===== config.mk =====
export PLATFORM = sky130hd
export DESIGN_NAME = game_graph_flat
export DESIGN_NICKNAME = d
export VERILOG_FILES = /design/src/rtl/game_graph_if.sv /design/src/rtl/game_graph.sv /design/src/flat_wrapper.sv
export SDC_FILE = /design/constraint.sdc
export NUM_CORES = 1
export LEC_CHECK = 0
export CORE_MARGIN = 10
export CORE_UTILIZATION = 25
export CTS_CLUSTER_SIZE = 20
export DETAILED_ROUTE_END_ITERATION = 6
export GPL_TIMING_DRIVEN = 0
export SLEW_MARGIN = 10
export SYNTH_ARGS = -nofsm -noshare
export SYNTH_HDL_FRONTEND = slang
export SYNTH_SLANG_ARGS = --single-unit
export TNS_END_PERCENT = 10

===== constraint.sdc =====
create_clock -name clk -period 9.8 [get_ports clk]
set_input_delay 0.98 -clock clk [delete_from_list [all_inputs] [get_ports clk]]
set_output_delay 0.98 -clock clk [all_outputs]
set_load 0.02 [all_outputs]

===== src/rtl/game_graph_if.sv =====
// game_graph_if: player controls into the pong engine and VGA sync/colour out of it.
interface game_graph_if;
    logic [1:0] btn;
    logic [1:0] sw;
    logic       str;
    logic       hsync;
    logic       vsync;
    logic [2:0] rgb;

    modport master (output btn, sw, str, input hsync, vsync, rgb);
    modport slave  (input btn, sw, str, output hsync, vsync, rgb);
endinterface


===== src/rtl/game_graph.sv =====
// game_graph: single-player pong engine for 640x480@60 VGA (pixel divider, sync, renderer, game state).
// Optional macro ROUND_BALL_EN draws the ball through an 8x8 round mask instead of a full square.
module game_graph #(
    parameter int unsigned H_DISP = 640,
    parameter int unsigned V_DISP = 480,
    parameter int unsigned BAR_V  = 4,
    parameter int unsigned BAR_H  = 72
) (
    input  logic        clk,
    input  logic        reset,
    game_graph_if.slave bus
);

    localparam int unsigned CW     = 10;
    localparam int unsigned H_FP   = 16;
    localparam int unsigned H_SYNC = 96;
    localparam int unsigned H_BP   = 48;
    localparam int unsigned V_FP   = 10;
    localparam int unsigned V_SYNC = 2;
    localparam int unsigned V_BP   = 33;

    localparam logic [CW-1:0] H_MAX   = CW'(H_DISP + H_FP + H_SYNC + H_BP - 1);
    localparam logic [CW-1:0] V_MAX   = CW'(V_DISP + V_FP + V_SYNC + V_BP - 1);
    localparam logic [CW-1:0] HS_BEG  = CW'(H_DISP + H_FP);
    localparam logic [CW-1:0] HS_END  = CW'(H_DISP + H_FP + H_SYNC - 1);
    localparam logic [CW-1:0] VS_BEG  = CW'(V_DISP + V_FP);
    localparam logic [CW-1:0] VS_END  = CW'(V_DISP + V_FP + V_SYNC - 1);
    localparam logic [CW-1:0] H_VIS   = CW'(H_DISP);
    localparam logic [CW-1:0] V_VIS   = CW'(V_DISP);
    localparam logic [CW-1:0] FRAME_V = CW'(V_DISP + 1);

    localparam logic [CW-1:0] WALL_L       = CW'(32);
    localparam logic [CW-1:0] WALL_R       = CW'(35);
    localparam logic [CW-1:0] BAR_L        = CW'(600);
    localparam logic [CW-1:0] BAR_R        = CW'(603);
    localparam logic [CW-1:0] BAR_STEP     = CW'(BAR_V);
    localparam logic [CW-1:0] BAR_SPAN     = CW'(BAR_H - 1);
    localparam logic [CW-1:0] BAR_UP_MIN   = CW'(3);
    localparam logic [CW-1:0] BAR_DN_LIM   = CW'(476);
    localparam logic [CW-1:0] BALL_SPAN    = CW'(7);
    localparam logic [CW-1:0] BALL_TOP_LIM = CW'(1);
    localparam logic [CW-1:0] BALL_BOT_LIM = CW'(478);
    localparam logic [CW-1:0] MISS_X       = CW'(636);
    localparam logic [CW-1:0] BAR_TOP_RST  = CW'(204);
    localparam logic [CW-1:0] BALL_X_RST   = CW'(300);
    localparam logic [CW-1:0] BALL_Y_RST   = CW'(240);

    logic          r_tick;
    logic [CW-1:0] r_h;
    logic [CW-1:0] r_v;
    logic          r_hsync;
    logic          r_vsync;
    logic [2:0]    r_rgb;
    logic [CW-1:0] r_bar_top;
    logic [CW-1:0] r_ball_x;
    logic [CW-1:0] r_ball_y;
    logic          r_dx;
    logic          r_dy;

    logic          w_tick;
    logic          w_frame_tick;
    logic          w_hsync;
    logic          w_vsync;
    logic          w_video_on;
    logic          w_wall;
    logic          w_bar;
    logic          w_ball_box;
    logic          w_ball_on;
    logic [2:0]    w_rgb;
    logic [CW-1:0] w_bar_next;
    logic [CW-1:0] w_vel;
    logic          w_hit_bar;
    logic          w_miss;
    logic          w_dx_next;
    logic          w_dy_next;
    logic [CW-1:0] w_x_next;
    logic [CW-1:0] w_y_next;

    // Pixel tick: every second clk edge.
    always_ff @(posedge clk or posedge reset) begin
        if (reset) r_tick <= 1'b0;
        else       r_tick <= ~r_tick;
    end

    assign w_tick       = r_tick;
    assign w_frame_tick = w_tick && (r_h == '0) && (r_v == FRAME_V);

    always_ff @(posedge clk or posedge reset) begin
        if (reset) begin
            r_h <= '0;
            r_v <= '0;
        end else if (w_tick) begin
            if (r_h == H_MAX) begin
                r_h <= '0;
                r_v <= (r_v == V_MAX) ? '0 : r_v + CW'(1);
            end else begin
                r_h <= r_h + CW'(1);
            end
        end
    end

    assign w_hsync    = !((r_h >= HS_BEG) && (r_h <= HS_END));
    assign w_vsync    = !((r_v >= VS_BEG) && (r_v <= VS_END));
    assign w_video_on = (r_h < H_VIS) && (r_v < V_VIS);
    assign w_wall     = (r_h >= WALL_L) && (r_h <= WALL_R);
    assign w_bar      = (r_h >= BAR_L) && (r_h <= BAR_R) &&
                        (r_v >= r_bar_top) && (r_v <= r_bar_top + BAR_SPAN);
    assign w_ball_box = (r_h >= r_ball_x) && (r_h <= r_ball_x + BALL_SPAN) &&
                        (r_v >= r_ball_y) && (r_v <= r_ball_y + BALL_SPAN);

`ifdef ROUND_BALL_EN
    function automatic logic [7:0] ball_mask_row(input logic [2:0] row);
        case (row)
            3'd0, 3'd7: ball_mask_row = 8'h3C;
            3'd1, 3'd6: ball_mask_row = 8'h7E;
            default:    ball_mask_row = 8'hFF;
        endcase
    endfunction

    logic [2:0] w_ball_row;
    logic [2:0] w_ball_col;
    logic [7:0] w_ball_mask;

    // Offsets inside the 8x8 box only need the low three bits; MSB of a row is the leftmost pixel.
    assign w_ball_row  = r_v[2:0] - r_ball_y[2:0];
    assign w_ball_col  = r_h[2:0] - r_ball_x[2:0];
    assign w_ball_mask = ball_mask_row(w_ball_row);
    assign w_ball_on   = w_ball_box && w_ball_mask[3'd7 - w_ball_col];
`else
    assign w_ball_on = w_ball_box;
`endif

    always_comb begin
        w_rgb = 3'b000;
        if (w_video_on) begin
            if (w_wall)         w_rgb = 3'b001;
            else if (w_bar)     w_rgb = 3'b010;
            else if (w_ball_on) w_rgb = 3'b100;
        end
    end

    // Sync and colour share one register stage so they stay aligned at the pins.
    always_ff @(posedge clk or posedge reset) begin
        if (reset) begin
            r_hsync <= 1'b1;
            r_vsync <= 1'b1;
            r_rgb   <= 3'b000;
        end else if (w_tick) begin
            r_hsync <= w_hsync;
            r_vsync <= w_vsync;
            r_rgb   <= w_rgb;
        end
    end

    assign bus.hsync = r_hsync;
    assign bus.vsync = r_vsync;
    assign bus.rgb   = r_rgb;

    always_comb begin
        w_bar_next = r_bar_top;
        if (bus.btn != 2'b11) begin
            if (bus.btn[1] && (r_bar_top > BAR_UP_MIN))
                w_bar_next = r_bar_top - BAR_STEP;
            else if (bus.btn[0] && ((r_bar_top + BAR_SPAN) < BAR_DN_LIM))
                w_bar_next = r_bar_top + BAR_STEP;
        end
    end

    assign w_vel     = CW'(bus.sw) + CW'(1);
    assign w_hit_bar = ((r_ball_x + BALL_SPAN) >= BAR_L) && ((r_ball_x + BALL_SPAN) <= BAR_R) &&
                       ((r_ball_y + BALL_SPAN) >= r_bar_top) && (r_ball_y <= (r_bar_top + BAR_SPAN));
    assign w_miss    = (r_ball_x + BALL_SPAN) >= MISS_X;

    // Direction checks run in order against the current position, later ones win.
    always_comb begin
        w_dx_next = r_dx;
        w_dy_next = r_dy;
        if (r_ball_y <= BALL_TOP_LIM)               w_dy_next = 1'b1;
        if ((r_ball_y + BALL_SPAN) >= BALL_BOT_LIM) w_dy_next = 1'b0;
        if (r_ball_x <= WALL_R)                     w_dx_next = 1'b1;
        if (w_hit_bar)                              w_dx_next = 1'b0;
        w_x_next = w_dx_next ? r_ball_x + w_vel : r_ball_x - w_vel;
        w_y_next = w_dy_next ? r_ball_y + w_vel : r_ball_y - w_vel;
        if (w_miss) begin
            w_dx_next = 1'b1;
            w_dy_next = 1'b1;
            w_x_next  = BALL_X_RST;
            w_y_next  = BALL_Y_RST;
        end
    end

    always_ff @(posedge clk or posedge reset) begin
        if (reset) begin
            r_bar_top <= BAR_TOP_RST;
            r_ball_x  <= BALL_X_RST;
            r_ball_y  <= BALL_Y_RST;
            r_dx      <= 1'b1;
            r_dy      <= 1'b1;
        end else if (w_frame_tick) begin
            r_bar_top <= w_bar_next;
            if (bus.str) begin
                r_ball_x <= w_x_next;
                r_ball_y <= w_y_next;
                r_dx     <= w_dx_next;
                r_dy     <= w_dy_next;
            end
        end
    end

endmodule


===== src/flat_wrapper.sv =====
// flat-port wrapper written by rule: the top's interface ports become plain ports
module game_graph_flat 
#(
    parameter int unsigned H_DISP = 640,
    parameter int unsigned V_DISP = 480,
    parameter int unsigned BAR_V  = 4,
    parameter int unsigned BAR_H  = 72
)
  (clk, reset, bus_btn, bus_sw, bus_str, bus_hsync, bus_vsync, bus_rgb);
  game_graph_if bus_i ();
  input  logic clk;
  input  logic reset;
  input wire logic [$bits(bus_i.btn)-1:0] bus_btn;
  input wire logic [$bits(bus_i.sw)-1:0] bus_sw;
  input wire logic [$bits(bus_i.str)-1:0] bus_str;
  output wire logic [$bits(bus_i.hsync)-1:0] bus_hsync;
  output wire logic [$bits(bus_i.vsync)-1:0] bus_vsync;
  output wire logic [$bits(bus_i.rgb)-1:0] bus_rgb;
  assign bus_i.btn = bus_btn;
  assign bus_i.sw = bus_sw;
  assign bus_i.str = bus_str;
  assign bus_hsync = bus_i.hsync;
  assign bus_vsync = bus_i.vsync;
  assign bus_rgb = bus_i.rgb;
  game_graph #(.H_DISP(H_DISP), .V_DISP(V_DISP), .BAR_V(BAR_V), .BAR_H(BAR_H)) u_core (.clk(clk), .reset(reset), .bus(bus_i));
endmodule

==> impl_results.md <==
- R2R Path End: u_core.r_ball_x[9]
- Hold Buf Count CTS: 0
- Synthesized net count: 788
- Hold Path Depth: 1
- Post-CTS Resized: 0
- Sequential element share of the synthesized area: 0.246
- Synth Instances: 669
- Count of input and output buffers: 11
- RSZ-0062 raised after global routing: false
- Worst slew margin: 0.427
- Share of power burned in registers: 0.511
- Final net count: 807
- Worst skew pair latency: 0.31 ns
- Post-synthesis cell type count: 67
- RD Place Congestion: 0.851
- Multi-input logic area: 4030 um^2
- Share of post-route cells with drive strength above 1: 0.0581
- DR pass1 iterations: 4
- Worst-Margin Slew: 0.849 ns
- Total Power: 452 uW
- Worst-path clk slew: 0.08 ns
- Core box area: 22,700 um^2
- Sw Ratio: 0.249
- Reg-to-reg startpoint: u_core.r_ball_y[0]
- Placed Cells: 966
- TritonCTS clock tree: yes
- WHS: 0.459 ns
- Setup violators final: 0
- Startpoint Class: flop
- Gr usage total: 0.103
- Antenna Cells: 0
- WL/cell: 15.1 um
- DIE WIDTH: 172 um
- VDD IR-drop max: 0.0000586 V
- Clock Power Share: 0.423
- Routed Antenna Nets: 0
- H-Tree Depth: 2
- Register Area: 1420 um^2
- Clk buf depth: 2
- Io pins: 12
- Die H: 172 um
- Crit. End Element: flop
- Num rows: 55
- Worst path max stage delay: 0.51 ns
- R2R depth: 24
- Initial Util: 0.254
- Layout Cells excl Fill: 974
- Global-route wire length before repair: 25.2 mm
- Post-Syn Area: 5770 um^2
- Number of global-route vias before repair: 4,818
- Outcome: finished, final reports clean
- Max Slew Vio Count: 0
- Comb pwr share: 0.066
- DR DRC count: 0
- Leak: 2.92 nW
- Post-synth ARST share: 1.00
- Post-route minimum period: 5.33 ns
- Slowest cell on crit path: dfrtp_1
- Syn avg cell area: 8.63 um^2
- WS Path Type: reg -> reg
- Clock Skew: 0.00989 ns
- Synthesis warning total: 0
- Final hold violations: 0
- Required @ worst endpoint: 10.00 ns
- Crit Path Max Fanout: 8
- Setup TNS: 0 ns
- Crit path DAT: 5.53 ns
- Switching power: 113 uW
- Fmax: 0.187 GHz
- Pint: 340 uW
- Via density: 4.94
- R2r setup slk: 4.47 ns
- Crit path top cell by count: ha_1
- Worst Hold End: u_core.r_tick
- Power Density: 70.6 nW/um^2
- Fillers: 2,445
- Final Cycle Share: 0.544
- Total CTS buffers: 5
- DRT Wirelength: 14.7 mm
- Core Util, Final: 0.282
- Pin count of the biggest net entering global routing: 33
- DP Wirelength: 11.5 mm
- Setup Fix Bufs, Post-CTS: 0
- Min-delay worst type: reg -> reg
- Die area: 29,600 um^2
- GRT overflow: 0
- P&R area growth vs syn: 11.0%
- Clk root buf: clkbuf_16
- Sequence of cells on the critical path: inv_1, ha_1, nand2b_1, nand4_1, xnor2_1, inv_1, ha_1, nand3_1, nor2_1, a221oi_1, nand2_1, a21oi_1, nor2_1, xor2_1, ha_1, a21o_1, a21o_1, o21ai_0, nand2b_1, o21a_1, a2111oi_1, o21ai_0, a31oi_1, mux2i_1
- First DRT Iteration DRCs: 158
- Via count: 4,808
- Ys flop type: dfrtp_1
- Initial antenna violation count: 0
- Clk sink count: 56
- Start point of the worst min-delay path: u_core.r_tick
- Synthesized flop and latch total: 56
- Post-synth EDFFs: 0
- MaxCap Viol Count: 0
==> through the flow <==
stage	cell area, um^2	worst slack, ns
2_1_floorplan	5770	5.30
3_3_place_gp	6240	4.51
3_5_place_dp	6260	4.49
4_1_cts	6400	4.44
5_1_grt	6400	3.88
6_report	6400	4.47
==> placed cells by master (no fill, tap or decap), drive strengths merged, types with 8 or more instances in the layout <==
| cell | count |
|---|---|
| nand2b | 11 |
| clkbuf | 15 |
| nand4 | 18 |
| nor4 | 8 |
| a21o | 21 |
| dfrtp | 40 |
| a21oi | 40 |
| xor2 | 15 |
| dfstp | 16 |
| nor3 | 14 |
| ha | 109 |
| nor2 | 35 |
| nand2 | 43 |
| inv | 69 |
| o21ai | 47 |
| clkdlybuf4s50 | 11 |
| nand3 | 21 |
| o21a | 9 |
| o22ai | 8 |
| xnor2 | 43 |
==> layout make-up <==
class | count | share of cell area
repair buffers | 12 | 0.0203
inverters | 68 | 0.0399
flip-flops and latches | 56 | 0.222
plain buffers | 15 | 0.0102
clock inverters | 3 | 0.00332
clock buffers | 5 | 0.0195
multi-input cells | 530 | 0.629
well taps | 285 | 0.0557
==> state kept, by name (all words and copies together), names as in the netlist <==
signal,flops
u_core.r_ball_y,10
u_core.r_tick,1
u_core.r_dx,1
u_core.r_h,10
u_core.bus.rgb,3
u_core.bus.vsync,1
u_core.r_v,10
u_core.bus.hsync,1
u_core.r_dy,1
u_core.r_bar_top,8
u_core.r_ball_x,10
==> Yosys cell counts, types with 4 or more instances <==
master / number / area share
nor3_1: 14 / 0.012
xor2_1: 15 / 0.023
ha_1: 109 / 0.24
a21oi_1: 40 / 0.035
nand4_1: 18 / 0.020
o21a_1: 9 / 0.012
nand2_1: 43 / 0.028
nand3_1: 21 / 0.018
and3_1: 4 / 0.0043
clkbuf_1: 10 / 0.0065
inv_1: 68 / 0.044
dfstp_2: 16 / 0.073
a21o_1: 21 / 0.027
a22oi_1: 6 / 0.0078
nor4_1: 8 / 0.0087
o22ai_1: 8 / 0.0087
a31oi_1: 7 / 0.0076
nand2b_1: 11 / 0.012
nor2b_1: 5 / 0.0054
buf_2: 4 / 0.0035
o21bai_1: 4 / 0.0052
o21ai_0: 46 / 0.040
nor2_1: 35 / 0.023
dfrtp_1: 40 / 0.17
xnor2_1: 42 / 0.064
and2_1: 5 / 0.0054
==> worst max path at each step <==
stage	from	to	slack, ns	cells past startpoint
global route	u_core.r_bar_top[2]	u_core.r_ball_x[9]	3.88	22
detailed placement	u_core.r_ball_y[0]	u_core.r_ball_x[9]	4.49	24
floorplan	u_core.r_bar_top[2]	u_core.r_ball_x[9]	5.30	22
CTS	u_core.r_ball_y[0]	u_core.r_ball_x[9]	4.44	24
global placement	u_core.r_bar_top[2]	u_core.r_ball_x[9]	4.51	22
finish	u_core.r_ball_y[0]	u_core.r_ball_x[9]	4.47	24
==> routing by layer <==
metal  GRT usage  vias up  share of wire
li1            -     2444              -
met2       0.171       68           0.46
met3      0.0176       13          0.038
met4      0.0165        0         0.0096
met5           0        -              0
met1       0.140     2283           0.49
==> logic make-up (layout without fill, tap and decap cells) <==
logic type / Yosys count / in the layout / synth area share
AND/OR/NAND/NOR: 182 / 182 / 0.163
AO/OA/AOI/OAI: 175 / 175 / 0.194
adder cells (fa/ha/maj): 113 / 113 / 0.248
buffers and inverters: 83 / 103 / 0.0555
XOR/XNOR: 58 / 58 / 0.0893
flip-flops: 56 / 56 / 0.246
multiplexers: 2 / 2 / 0.00347
==> worst max-delay path, delay by kind of cell, from the launching register on <==
| family | cells | cell delay [ns] |
|---|---|---|
| multiplexers | 1 | 0.09 |
| flip-flops | 1 | 0.51 |
| adder cells (fa/ha/maj) | 3 | 0.83 |
| buffers and inverters | 2 | 0.22 |
| AND/OR/NAND/NOR | 7 | 0.85 |
| AO/OA/AOI/OAI | 9 | 2.13 |
| XOR/XNOR | 2 | 0.61 |
==> power groups by stage <==
stage | clock, mW | sequential, mW | combinational, mW
floorplan | 0 | 0.236 | 0.0209
global placement | 0 | 0.236 | 0.0288
detailed placement | 0 | 0.236 | 0.0304
CTS | 0.197 | 0.231 | 0.0307
global route | 0.206 | 0.231 | 0.0352
finish | 0.191 | 0.231 | 0.0298
(Power assumes the default switching activity.)
